<file path="src/rtl/dmem_resp_pkg.sv">
// Shared definitions for the data-memory responder.
//   - access size encodings driven by the M stage
//   - FSM state encoding for dmem_resp
//   - is_misaligned(): alignment check used when DMEM_ADDR_CHECK_EN is defined
package dmem_resp_pkg;

    localparam logic [1:0] SZ_BYTE = 2'b00;
    localparam logic [1:0] SZ_HALF = 2'b01;
    localparam logic [1:0] SZ_WORD = 2'b10;

    typedef enum logic [1:0] {
        ST_IDLE   = 2'd0,
        ST_ACCESS = 2'd1,
        ST_DONE   = 2'd2
    } state_e;

    // Size 2'b11 is handled as a word everywhere, so it shares the word rule.
    function automatic logic is_misaligned(input logic [1:0] size, input logic [1:0] addr_lo);
        logic mis;
        case (size)
            SZ_BYTE: mis = 1'b0;
            SZ_HALF: mis = addr_lo[0];
            default: mis = (addr_lo != 2'b00);
        endcase
        return mis;
    endfunction

endpackage

</file>
<file path="src/rtl/dmem_lane_align.sv">
// Byte-lane steering between a right-aligned core view and the 32-bit SRAM.
// Ports:
//   size, uns, addr_lo : latched access size, zero-extend flag, address bits [1:0]
//   wdata              : right-aligned store data
//   rdata              : raw SRAM word
//   wen                : byte strobes for a store of this size/offset
//   wdata_rep          : store data replicated across all lanes
//   rdata_ext          : selected load lane, sign- or zero-extended
// Half accesses only look at addr_lo[1]; word accesses ignore addr_lo.
module dmem_lane_align
    import dmem_resp_pkg::*;
(
    input  logic [1:0]  size,
    input  logic        uns,
    input  logic [1:0]  addr_lo,
    input  logic [31:0] wdata,
    input  logic [31:0] rdata,
    output logic [3:0]  wen,
    output logic [31:0] wdata_rep,
    output logic [31:0] rdata_ext
);

    logic [7:0]  byte_sel;
    logic [15:0] half_sel;

    always_comb begin
        byte_sel = rdata[7:0];
        case (addr_lo)
            2'd0:    byte_sel = rdata[7:0];
            2'd1:    byte_sel = rdata[15:8];
            2'd2:    byte_sel = rdata[23:16];
            default: byte_sel = rdata[31:24];
        endcase
        half_sel = addr_lo[1] ? rdata[31:16] : rdata[15:0];
    end

    always_comb begin
        wen       = 4'b1111;
        wdata_rep = wdata;
        rdata_ext = rdata;
        case (size)
            SZ_BYTE: begin
                wen       = 4'b0001 << addr_lo;
                wdata_rep = {4{wdata[7:0]}};
                rdata_ext = {{24{~uns & byte_sel[7]}}, byte_sel};
            end
            SZ_HALF: begin
                wen       = addr_lo[1] ? 4'b1100 : 4'b0011;
                wdata_rep = {2{wdata[15:0]}};
                rdata_ext = {{16{~uns & half_sel[15]}}, half_sel};
            end
            default: begin
                wen       = 4'b1111;
                wdata_rep = wdata;
                rdata_ext = rdata;
            end
        endcase
    end

endmodule

</file>
<file path="src/rtl/dmem_resp.sv">
// Data-memory responder: takes one M-stage load/store at a time, drives a
// synchronous SRAM with latency SRAM_LAT, aligns/extends load data and holds
// the pipeline through stall_req until the access completes.
// Ports:
//   clk, rst           : clock, async active-high reset
//   req_*              : M-stage request (enable, we, size, unsigned, addr, wdata)
//   stall_req          : freeze pipeline
//   resp_valid/rdata   : one-cycle completion pulse, held load result (0 for stores)
//   resp_err           : misaligned access (only with DMEM_ADDR_CHECK_EN)
//   sram_*             : SRAM strobe, byte enables, word address, write data, read data
// Build option: define DMEM_ADDR_CHECK_EN to reject misaligned half/word
// accesses without touching the SRAM; otherwise the low address bits are ignored.
//
// state     | meaning
// ST_IDLE   | waiting; stall_req follows req_en, request latched on req_en
// ST_ACCESS | SRAM strobe in first cycle, wait SRAM_LAT cycles, capture data
// ST_DONE   | resp_valid for one cycle, pipeline released, req_en ignored
module dmem_resp
    import dmem_resp_pkg::*;
#(
    parameter int SRAM_LAT = 1,
    parameter int CNT_W    = 3
) (
    input  logic        clk,
    input  logic        rst,
    input  logic        req_en,
    input  logic        req_we,
    input  logic [1:0]  req_size,
    input  logic        req_unsigned,
    input  logic [31:0] req_addr,
    input  logic [31:0] req_wdata,
    output logic        stall_req,
    output logic        resp_valid,
    output logic [31:0] resp_rdata,
    output logic        resp_err,
    output logic        sram_en,
    output logic [3:0]  sram_wen,
    output logic [31:0] sram_addr,
    output logic [31:0] sram_wdata,
    input  logic [31:0] sram_rdata
);

    localparam logic [CNT_W-1:0] LAT_CNT = CNT_W'(SRAM_LAT);

    state_e            state_q, state_d;
    logic [CNT_W-1:0]  cnt_q, cnt_d;
    logic              we_q, we_d;
    logic [1:0]        size_q, size_d;
    logic              uns_q, uns_d;
    logic [31:0]       addr_q, addr_d;
    logic [31:0]       wdata_q, wdata_d;
    logic [31:0]       rdata_q, rdata_d;
    logic              err_q, err_d;

    logic              bad_align;
    logic [3:0]        lane_wen;
    logic [31:0]       lane_wdata;
    logic [31:0]       lane_rdata;

`ifdef DMEM_ADDR_CHECK_EN
    assign bad_align = is_misaligned(req_size, req_addr[1:0]);
`else
    assign bad_align = 1'b0;
`endif

    dmem_lane_align u_align (
        .size      (size_q),
        .uns       (uns_q),
        .addr_lo   (addr_q[1:0]),
        .wdata     (wdata_q),
        .rdata     (sram_rdata),
        .wen       (lane_wen),
        .wdata_rep (lane_wdata),
        .rdata_ext (lane_rdata)
    );

    always_ff @(posedge clk or posedge rst) begin
        if (rst) begin
            state_q <= ST_IDLE;
            cnt_q   <= '0;
            we_q    <= 1'b0;
            size_q  <= 2'b00;
            uns_q   <= 1'b0;
            addr_q  <= '0;
            wdata_q <= '0;
            rdata_q <= '0;
            err_q   <= 1'b0;
        end else begin
            state_q <= state_d;
            cnt_q   <= cnt_d;
            we_q    <= we_d;
            size_q  <= size_d;
            uns_q   <= uns_d;
            addr_q  <= addr_d;
            wdata_q <= wdata_d;
            rdata_q <= rdata_d;
            err_q   <= err_d;
        end
    end

    always_comb begin
        state_d = state_q;
        cnt_d   = cnt_q;
        we_d    = we_q;
        size_d  = size_q;
        uns_d   = uns_q;
        addr_d  = addr_q;
        wdata_d = wdata_q;
        rdata_d = rdata_q;
        err_d   = err_q;
        case (state_q)
            ST_IDLE: begin
                if (req_en) begin
                    we_d    = req_we;
                    size_d  = req_size;
                    uns_d   = req_unsigned;
                    addr_d  = req_addr;
                    wdata_d = req_wdata;
                    cnt_d   = '0;
                    err_d   = bad_align;
                    if (bad_align) begin
                        state_d = ST_DONE;
                        rdata_d = '0;
                    end else begin
                        state_d = ST_ACCESS;
                    end
                end
            end
            ST_ACCESS: begin
                cnt_d = cnt_q + 1'b1;
                if (cnt_q == LAT_CNT) begin
                    state_d = ST_DONE;
                    rdata_d = we_q ? 32'd0 : lane_rdata;
                end
            end
            ST_DONE:  state_d = ST_IDLE;
            default:  state_d = ST_IDLE;
        endcase
    end

    always_comb begin
        stall_req  = 1'b0;
        resp_valid = 1'b0;
        sram_en    = 1'b0;
        sram_wen   = 4'b0000;
        case (state_q)
            ST_IDLE:   stall_req = req_en;
            ST_ACCESS: begin
                stall_req = 1'b1;
                if (cnt_q == '0) begin
                    sram_en  = 1'b1;
                    sram_wen = we_q ? lane_wen : 4'b0000;
                end
            end
            ST_DONE:   resp_valid = 1'b1;
            default:   stall_req = 1'b0;
        endcase
    end

    // err_q only ever sets when the alignment check is built in.
    assign resp_err   = (state_q == ST_DONE) & err_q;
    assign resp_rdata = rdata_q;
    assign sram_addr  = {addr_q[31:2], 2'b00};
    assign sram_wdata = lane_wdata;

endmodule
</file>
<file path="config.mk">
export PLATFORM = sky130hd
export DESIGN_NAME = dmem_resp
export DESIGN_NICKNAME = d
export VERILOG_FILES = /design/src/rtl/dmem_resp_pkg.sv /design/src/rtl/dmem_lane_align.sv /design/src/rtl/dmem_resp.sv
export SDC_FILE = /design/constraint.sdc
export NUM_CORES = 1
export LEC_CHECK = 0
export CORE_ASPECT_RATIO = 0.7
export CORE_MARGIN = 2
export CORE_UTILIZATION = 40
export CTS_CLUSTER_SIZE = 14
export DETAILED_ROUTE_END_ITERATION = 12
export GPL_ROUTABILITY_DRIVEN = 0
export PLACE_DENSITY = 0.76
export SLEW_MARGIN = 10
export SYNTH_ARGS = -nofsm -noshare
export SYNTH_HDL_FRONTEND = slang
export SYNTH_SLANG_ARGS = --single-unit
</file>
<file path="constraint.sdc">
create_clock -name clk -period 5.35 [get_ports clk]
set_clock_uncertainty 0.2 [all_clocks]
set_input_delay 1.3375 -clock clk [delete_from_list [all_inputs] [get_ports clk]]
set_output_delay 1.3375 -clock clk [all_outputs]
set_load 0.02 [all_outputs]
</file>
## After elaboration in Yosys (flattened, before gate mapping)

Cells that the tools add are included.

- Output and inout bits: 104
- Input bits: 103
- Register bits: 105
- Logic and storage cells: 49

- Equality and inequality tests: 8
- Bitwise operators: 3
- Mux-type cells: 19
- Add/sub/neg operators: 1
- Shifts and indexed selects: 1
- Reduce and logical (&&, ||, !) cells: 9

Operators with widths:

| operator | number |
|---|---|
| one-hot mux 32 bit (2 select lines) | 2 |
| 2-to-1 mux 32 bit | 1 |
| one-hot mux 8 bit (3 select lines) | 1 |
| 2-to-1 mux 16 bit | 1 |
| 2-to-1 mux 4 bit | 4 |
| one-hot mux 4 bit (2 select lines) | 1 |
| AND reduction 2 bit | 4 |
| == test 2 x 1 -> 1 bit (second input constant) | 3 |
| zero test 2 bit | 3 |
| one-hot mux 3 bit (2 select lines) | 1 |
| == test 2 bit (second input constant) | 2 |
| 2-to-1 mux 2 bit | 2 |
| != test 2 bit (second input constant) | 2 |
| one-hot mux 2 bit (2 select lines) | 1 |
| << shifter 1 x 2 -> 4 bit (first input constant) | 1 |
| adder 3 x 1 -> 3 bit (second input constant) | 1 |
| == test 3 x 1 -> 1 bit (second input constant) | 1 |
| zero test 3 bit | 1 |
| 2-to-1 mux 1 bit | 3 |
| 2-to-1 mux 3 bit | 1 |
| bitwise AND 1 bit | 2 |
| one-hot mux 1 bit (2 select lines) | 1 |
| nonzero test 2 bit | 1 |
| NOT 1 bit | 1 |

## Longest topological paths before layout

Gate-level depths: netlist of run 1.

- Depth in word-level cells: 5
- Mapped depth: 8
- Depth with buffers taken out: 6

## Hierarchy

From an unflattened synthesis of run 1, not the netlist that was laid out.

- Cell total of the unflattened synthesis: 484
- Area total of the unflattened synthesis: 5,734.2 um^2

By module, submodules not included:

| module | cells an instance | times used | area an instance (um^2) | sequential area each (um^2) |
|---|---|---|---|---|
| dmem_resp | 314 | 1 | 4,550.6 | 2,627.5 |
| dmem_lane_align | 170 | 1 | 1,183.6 | 0.0 |

## Worst setup path before layout of run 1

OpenSTA, ideal clock, no wires.

- Path kind: register to output
- Start: register cnt_q[0]
- End: output sram_wen[1]
- Cell stages (with the launch flop): 6
- Path buffers: 0
- Arrival: 1.752 ns
- Data required time: 3.813 ns
- Setup slack: 2.061 ns
- Cells stage by stage: dfrtp_1 -> inv_1 -> ha_1 -> nor3b_1 -> nand2_1 -> a21oi_1

- Word-level cells in the longest chain between the ends: 3

Ends and longest elaborated chain:

| item | RTL line | text |
|---|---|---|
| start, declared | dmem_resp.sv:46 | `logic [CNT_W-1:0] cnt_q, cnt_d;` |
| start signal, assigned | dmem_resp.sv:90 | `cnt_q <= cnt_d;` |
| zero test 3 bit | dmem_resp.sv:150 | `if (cnt_q == '0) begin` |
| 2-to-1 mux 4 bit | dmem_resp.sv:150 |  |
| 2-to-1 mux 4 bit | dmem_resp.sv:146 | `case (state_q)` |
| end, declared | dmem_resp.sv:37 | `output logic [3:0] sram_wen,` |

No other way between the ends.

## Worst setup path after layout of run 1

- Start: input req_en
- End: output stall_req

- Word-level cells in the longest chain between the ends: 1

Ends and longest elaborated chain:

| item | RTL line | text |
|---|---|---|
| start, declared | dmem_resp.sv:26 | `input logic req_en,` |
| one-hot mux 1 bit (2 select lines) | dmem_resp.sv:146 |  |
| end, declared | dmem_resp.sv:32 | `output logic stall_req,` |

No other way between the ends.

==> results of run 1 <==
-- per-layer routing --
metal | routed length [µm] | up-vias
met1 | 6950 | 2035
met2 | 6990 | 153
met3 | 782 | 18
met5 | 0 | -
met4 | 199 | 0
li1 | - | 1851
-- path summary, 6_finish.rpt --
| kind | start | endpoint | slack, ns | cells past startpoint |
|---|---|---|---|---|
| min | resp_rdata[7] | resp_rdata[7] | 0.28 | 2 |
| max in group asynchronous | rst | wdata_q[4] | 2.86 | 3 |
| min reg2reg | resp_rdata[7] | resp_rdata[7] | 0.28 | 2 |
| max | req_en | stall_req | 1.14 | 4 |
| min in group asynchronous | rst | addr_q[3] | 1.23 | 2 |
| max reg2reg | addr_q[1] | resp_rdata[25] | 3.01 | 4 |
-- synthesized netlist by cell type (2+ instances only) --
cell type / count / share of area (%)
buf_1: 3 / 0.21
mux2i_1: 15 / 2.9
mux2_2: 86 / 18
nand2_1: 37 / 2.6
o21ai_0: 22 / 2.1
ha_1: 3 / 0.71
a211oi_1: 5 / 0.71
or3_1: 2 / 0.24
a221o_1: 17 / 3.2
o211ai_1: 5 / 0.71
inv_1: 11 / 0.78
clkbuf_1: 16 / 1.1
nor2b_1: 2 / 0.24
nand2b_1: 4 / 0.48
nor3b_1: 2 / 0.29
buf_2: 8 / 0.76
a22oi_1: 5 / 0.71
o22ai_1: 4 / 0.48
mux4_2: 6 / 2.6
o31ai_1: 7 / 1.0
nor2_1: 10 / 0.71
dfrtp_1: 105 / 50
nor3_1: 4 / 0.38
nand3_1: 2 / 0.19
buf_4: 41 / 5.8
a21oi_1: 6 / 0.57
buf_6: 2 / 0.43
-- sequential cells by signal, summed over array words and instances (netlist names) --
name	count
uns_q	1
cnt_q	3
addr_q	32
wdata_q	32
resp_rdata	32
we_q	1
state_q	2
size_q	2
-- report_power, final --
part           internal [mW]  total, mW  switching (mW)  leakage [nW]
Combinational           1.39       2.75            1.36          1.62
Clock                  0.430      0.732           0.302         0.164
Sequential              1.18       1.46           0.279          1.28
Total                   3.00       4.94            1.94          3.07
-- tightest hold or removal path, delay by kind of cell, from the launching register on --
family           cells  cell delay [ns]
flip-flops           1             0.34
AO/OA/AOI/OAI        1             0.06
AND/OR/NAND/NOR      1             0.05
-- layout make-up --
type | instances | share of cell area [%]
timing repair buffer | 211 | 28.0
inverter | 11 | 0.586
sequential | 105 | 35.1
multi-input combinational | 257 | 29.0
clock inverter | 6 | 1.27
clock buffer | 10 | 3.20
tap | 166 | 2.78
-- cell families after synthesis --
group,Yosys count
buffers and inverters,81
muxes,107
AOI/OAI and AO/OA,77
other,1
DFF,105
and+or+nand+nor,67
adders and majority gates,3
==> metrics, run 1 <==
initial antenna violation count 0; crit end category output pin; first-pass GRT wire length 23100 µm; post-CTS sizing 0; Warnings, synthesis 0; met1 Track Usage GR 30.9%; vias in the first global route 4081; Post-synth EDFFs 0; layout cell share with drive strength beyond 1 20.5%; nets@finish 701; Setup TNS Final 0 ns; peak supply drop 466 µV; Final Total Pwr 4.94 mW; CP Class in2out; post-synthesis mux area share 23.8%; Area after DPL 0.00714 mm²; synthesized flop and latch total 105; Boundary Pins 207; DIE WIDTH 141 µm; Slew @ Worst Pin 0.915 ns; Worst EP arrival 2.67 ns; total grt overflow 0; # hold bufs at CTS 0; most frequent cells in the layout clkdlybuf4s50_1 (203), dfrtp_1 (105), mux2_2 (86), nand2_1 (37), o21ai_0 (22); First-pass DRT Iterations 4; Power per Cell Area 661 mW/mm²; cell area after synthesis 0.00526 mm²; Synth Area in Compound Gates 10.4%; Synth Instances 441; commonest non-fill, non-tap cell in the layout clkdlybuf4s50_1; FF/Latch Area 0.00263 mm²; Rows 35; fin area 0.00748 mm²; Leakage 3.07 nW; Yosys cell types 38; worst rel slew slack 39.0%; hold_ws 0.283 ns; Root Driver clkbuf_16; ant diodes 0; max-cap violations 0; Final Cycle Share 78.7%; kind of cell adding the most delay to the critical path buffers and inverters; Worst Slack Setup Final 1.14 ns; initial core utilization 40.5%; gr usage total 21.0%; status completed; syn_area_per_cell 11.9 µm²; via count 4057; fin util 57.5%; DR DRC count 0; CP cell instances clkdlybuf4s50_1 > o21bai_1 > inv_1 > clkdlybuf4s50_1; CP max stage delay 0.55 ns; Wirelength per Cell 19.5 µm; final setup vio count 0; IO buf count 203; Fillers 1076; Hold/Removal Path Class reg2reg; GR met2 Demand/Resource 32.2%; CP max FO 3; worst skew pair latency 0.33 ns; Post-Synth Simple-Gate Area 5.89%; Post-Synth XOR/XNOR Area 0%; M3 GR Usage 4.06%; Via density 5.30; min Tclk post-route 4.21 ns; placed cell count 750; CTS tree built; slowest CP cell clkdlybuf4s50_1; CTS buffer count 9; CP required 3.81 ns; Layout area overhead 42.0%; Max Slew Vio Count 0; post-DP HPWL 11100 µm; H-tree levels 3; Adder-Cell Fraction of Synth Area 0.713%; Setup WS pre-CTS 1.15 ns; Top cell by count, worst path clkdlybuf4s50_1; Sink Count 105; GR peak layer met2; Seq/Total Area, Yosys 49.9%; CTS clk-pin slew, worst paths 0.07 ns; largest net degree at the start of global routing 72; Final ANT Viol Nets 0; largest family of logic cells by synthesized area multiplexers; share of synthesized registers carrying an async set or reset 100%; die height 100 µm; Non-Filler Instances 766; Peak Freq 0.238 GHz; type of origin of the critical path primary input; RSZ-0062 raised after global routing false; die area 0.0141 mm²; crit path buf inv count 3; Multi-input gate area 0.00217 mm²; Setup Fix Bufs, Post-CTS 0; Core ar. 0.0130 mm²; initial drt markers 245; clock buffer depth 2; final hold vios 0; Final Routed Wirelength 14900 µm; most common flop cell mapped by yosys dfrtp_1
Note: power is estimated with default switching activity, not from simulation.
==> run 2: changes to the inputs <==
- clock period: 5.35 -> 4.4 ns (I/O delays scaled with it)
==> run 2 against run 1 <==
Compared with the run above: die area unchanged; sequential power increased by 27%; wire length increased by 1.7%; global-route usage increased by 0.61 points; via count decreased by 0.49%; hold slack better by 0.0094 ns; largest cell class unchanged; non-clock buffer count up 1; flip-flop and latch count unchanged; final area is 0.23% lower; critical path depth rose by 1; clock-buffer cell count decreased by 1; clock power is 7.0% higher.
==> metrics, run 2 (synthesized netlist as in run 1, its figures left out) <==
worst rel slew slack 49.4% (+10 points); first-pass GRT wire length 23400 µm (+1.6%); Wirelength per Cell 19.8 µm (+1.8%); CTS clk-pin slew, worst paths 0.07 ns (about the same); IO buf count 203 (unchanged); wl on met1 6890 µm (-0.79%); CP required 3.10 ns (-0.71 ns); min Tclk post-route 3.78 ns; DIE WIDTH 141 µm (unchanged); slowest CP cell clkdlybuf4s50_1; Power per Cell Area 798 mW/mm² (+21%); Via density 5.28 (-0.36%); Final ANT Viol Nets 0 (unchanged); Setup WS pre-CTS 0.704 ns (-0.444 ns); top layer reached by signal wires met4; vias in the first global route 4135 (+1.3%); Final Total Pwr 5.95 mW (+20%); worst skew pair latency 0.34 ns (about the same); Root Driver clkbuf_16; initial antenna violation count 0 (unchanged); Hold Path Depth 2 (unchanged); initial drt markers 206 (-16%); Final Cycle Share 85.8%; Peak Freq 0.265 GHz; Final Routed Wirelength 15200 µm (+1.7%); nets@finish 702 (+0.14%); layout cell share with drive strength beyond 1 20.4% (-0.13 points); Area after DPL 0.00717 mm² (+0.46%); die height 100 µm (unchanged); Met3 Wirelength 827 µm (+5.8%); type of origin of the critical path flop; ant diodes 0 (unchanged); Rows 35 (unchanged); Worst Slack Setup Final 0.624 ns (-0.518 ns); Worst EP arrival 2.48 ns (-0.19 ns); via count 4037 (-0.49%); RSZ-0062 raised after global routing false; Core ar. 0.0130 mm² (unchanged); commonest non-fill, non-tap cell in the layout clkdlybuf4s50_1; Worst Reg-to-Reg Cells 6 (+2); Setup TNS Final 0 ns (unchanged); r2r setup slk 1.81 ns (-1.20 ns); worst r2r dst resp_rdata[17]; Hold Startpoint resp_rdata[9]; H-tree levels 3 (unchanged); crit end category output pin; most frequent cells in the layout clkdlybuf4s50_1 (203), dfrtp_1 (105), mux2_2 (86), nand2_1 (37), o21ai_0 (22); Setup Fix Bufs, Post-CTS 0 (unchanged); fin area 0.00746 mm² (-0.23%); Layout area overhead 41.7%; # hold bufs at CTS 0 (unchanged); Slew @ Worst Pin 0.760 ns (-0.155 ns); CP max stage delay 0.62 ns (+0.07 ns); Leakage 3.05 nW (-0.59%); CTS tree built; Hold/Removal Path Class reg2reg; status completed; First-pass DRT Iterations 5 (+1); metal2 WL 7150 µm (+2.2%); largest net degree at the start of global routing 72 (unchanged); total grt overflow 0 (unchanged); initial core utilization 40.5% (unchanged); final hold vios 0 (unchanged); CTS buffer count 9 (unchanged); die area 0.0141 mm² (unchanged); CP Class reg2out; r2r startpoint cnt_q[1]; Sink Count 105 (unchanged); DR DRC count 0 (unchanged); clock buffer depth 2 (unchanged); Fillers 1118 (+3.9%); max-cap violations 0 (unchanged); CP max FO 6 (+3); final setup vio count 0 (unchanged); post-DP HPWL 11400 µm (+3.1%); peak supply drop 540 µV (+16%); Boundary Pins 207 (unchanged); gr usage total 21.6% (+0.61 points); Max Slew Vio Count 0 (unchanged); hold path endpoint resp_rdata[9]; CP cell instances nand2b_1 > nor3b_1 > nand2_1 > a21oi_1 > clkdlybuf4s50_1; post-CTS sizing 0 (unchanged)
-- run 2: cell types whose count changed in the layout (fill, tap and decap cells not counted) --
cell | previous run | this run
buf_12 | 0 | 2
bufinv_16 | 2 | 1
clkinvlp_4 | 0 | 2
clkinv_4 | 0 | 1
buf_4 | 8 | 7
inv_6 | 4 | 0
clkbuf_8 | 1 | 0
clkinv_2 | 0 | 1
-- run 2: how the worst max path moves through the flow --
stage / slack (ns) / end / start / depth (start not counted)
after global routing: 0.42 / sram_wen[2] / state_q[1] / 5
after floorplan: 0.34 / addr_q[0] / rst / 1
after CTS: 0.61 / sram_wen[1] / state_q[1] / 5
after global placement: 0.72 / stall_req / req_en / 4
final: 0.62 / sram_wen[1] / state_q[1] / 5
after detailed placement: 0.70 / stall_req / req_en / 4
-- run 2: critical path: cells and delay by family (launching register included) --
| kind | cells | cell delay (ns) |
|---|---|---|
| buffers and inverters | 1 | 0.62 |
| DFF | 1 | 0.44 |
| and+or+nand+nor | 3 | 0.89 |
| AOI/OAI and AO/OA | 1 | 0.19 |
-- run 2: stage by stage --
stage | hold WS (ns) | util, % | std cells
after detailed placement | 0.271 | 55.2 | 751
after CTS | 0.289 | 57.3 | 765
final | 0.292 | 57.3 | 765
after global routing | 0.325 | 57.3 | 765
after global placement | 0.268 | 55.2 | 751
after floorplan | 0.275 | - | 443
-- run 2: final cells by class --
cell class | count | area (µm²) | share of cell area [%]
inverter | 11 | 43.8 | 0.587
clock inverter | 5 | 58.8 | 0.788
timing repair buffer | 212 | 2120 | 28.5
multi-input combinational | 257 | 2170 | 29.1
clock buffer | 9 | 225 | 3.02
tap | 166 | 208 | 2.78
sequential | 105 | 2630 | 35.2
-- run 2: power by group --
group,leakage [nW],switching (mW),internal (mW)
clock network,0.133,0.348,0.435
registers,1.28,0.420,1.43
logic,1.64,1.60,1.71
-- run 2: per-layer routing --
metal / vias to the layer above / GRT usage (%)
met2: 142 / 33.3
met4: 0 / 6.77
met1: 2015 / 30.7
li1: 1854 / -
met5: - / 0
met3: 26 / 4.77
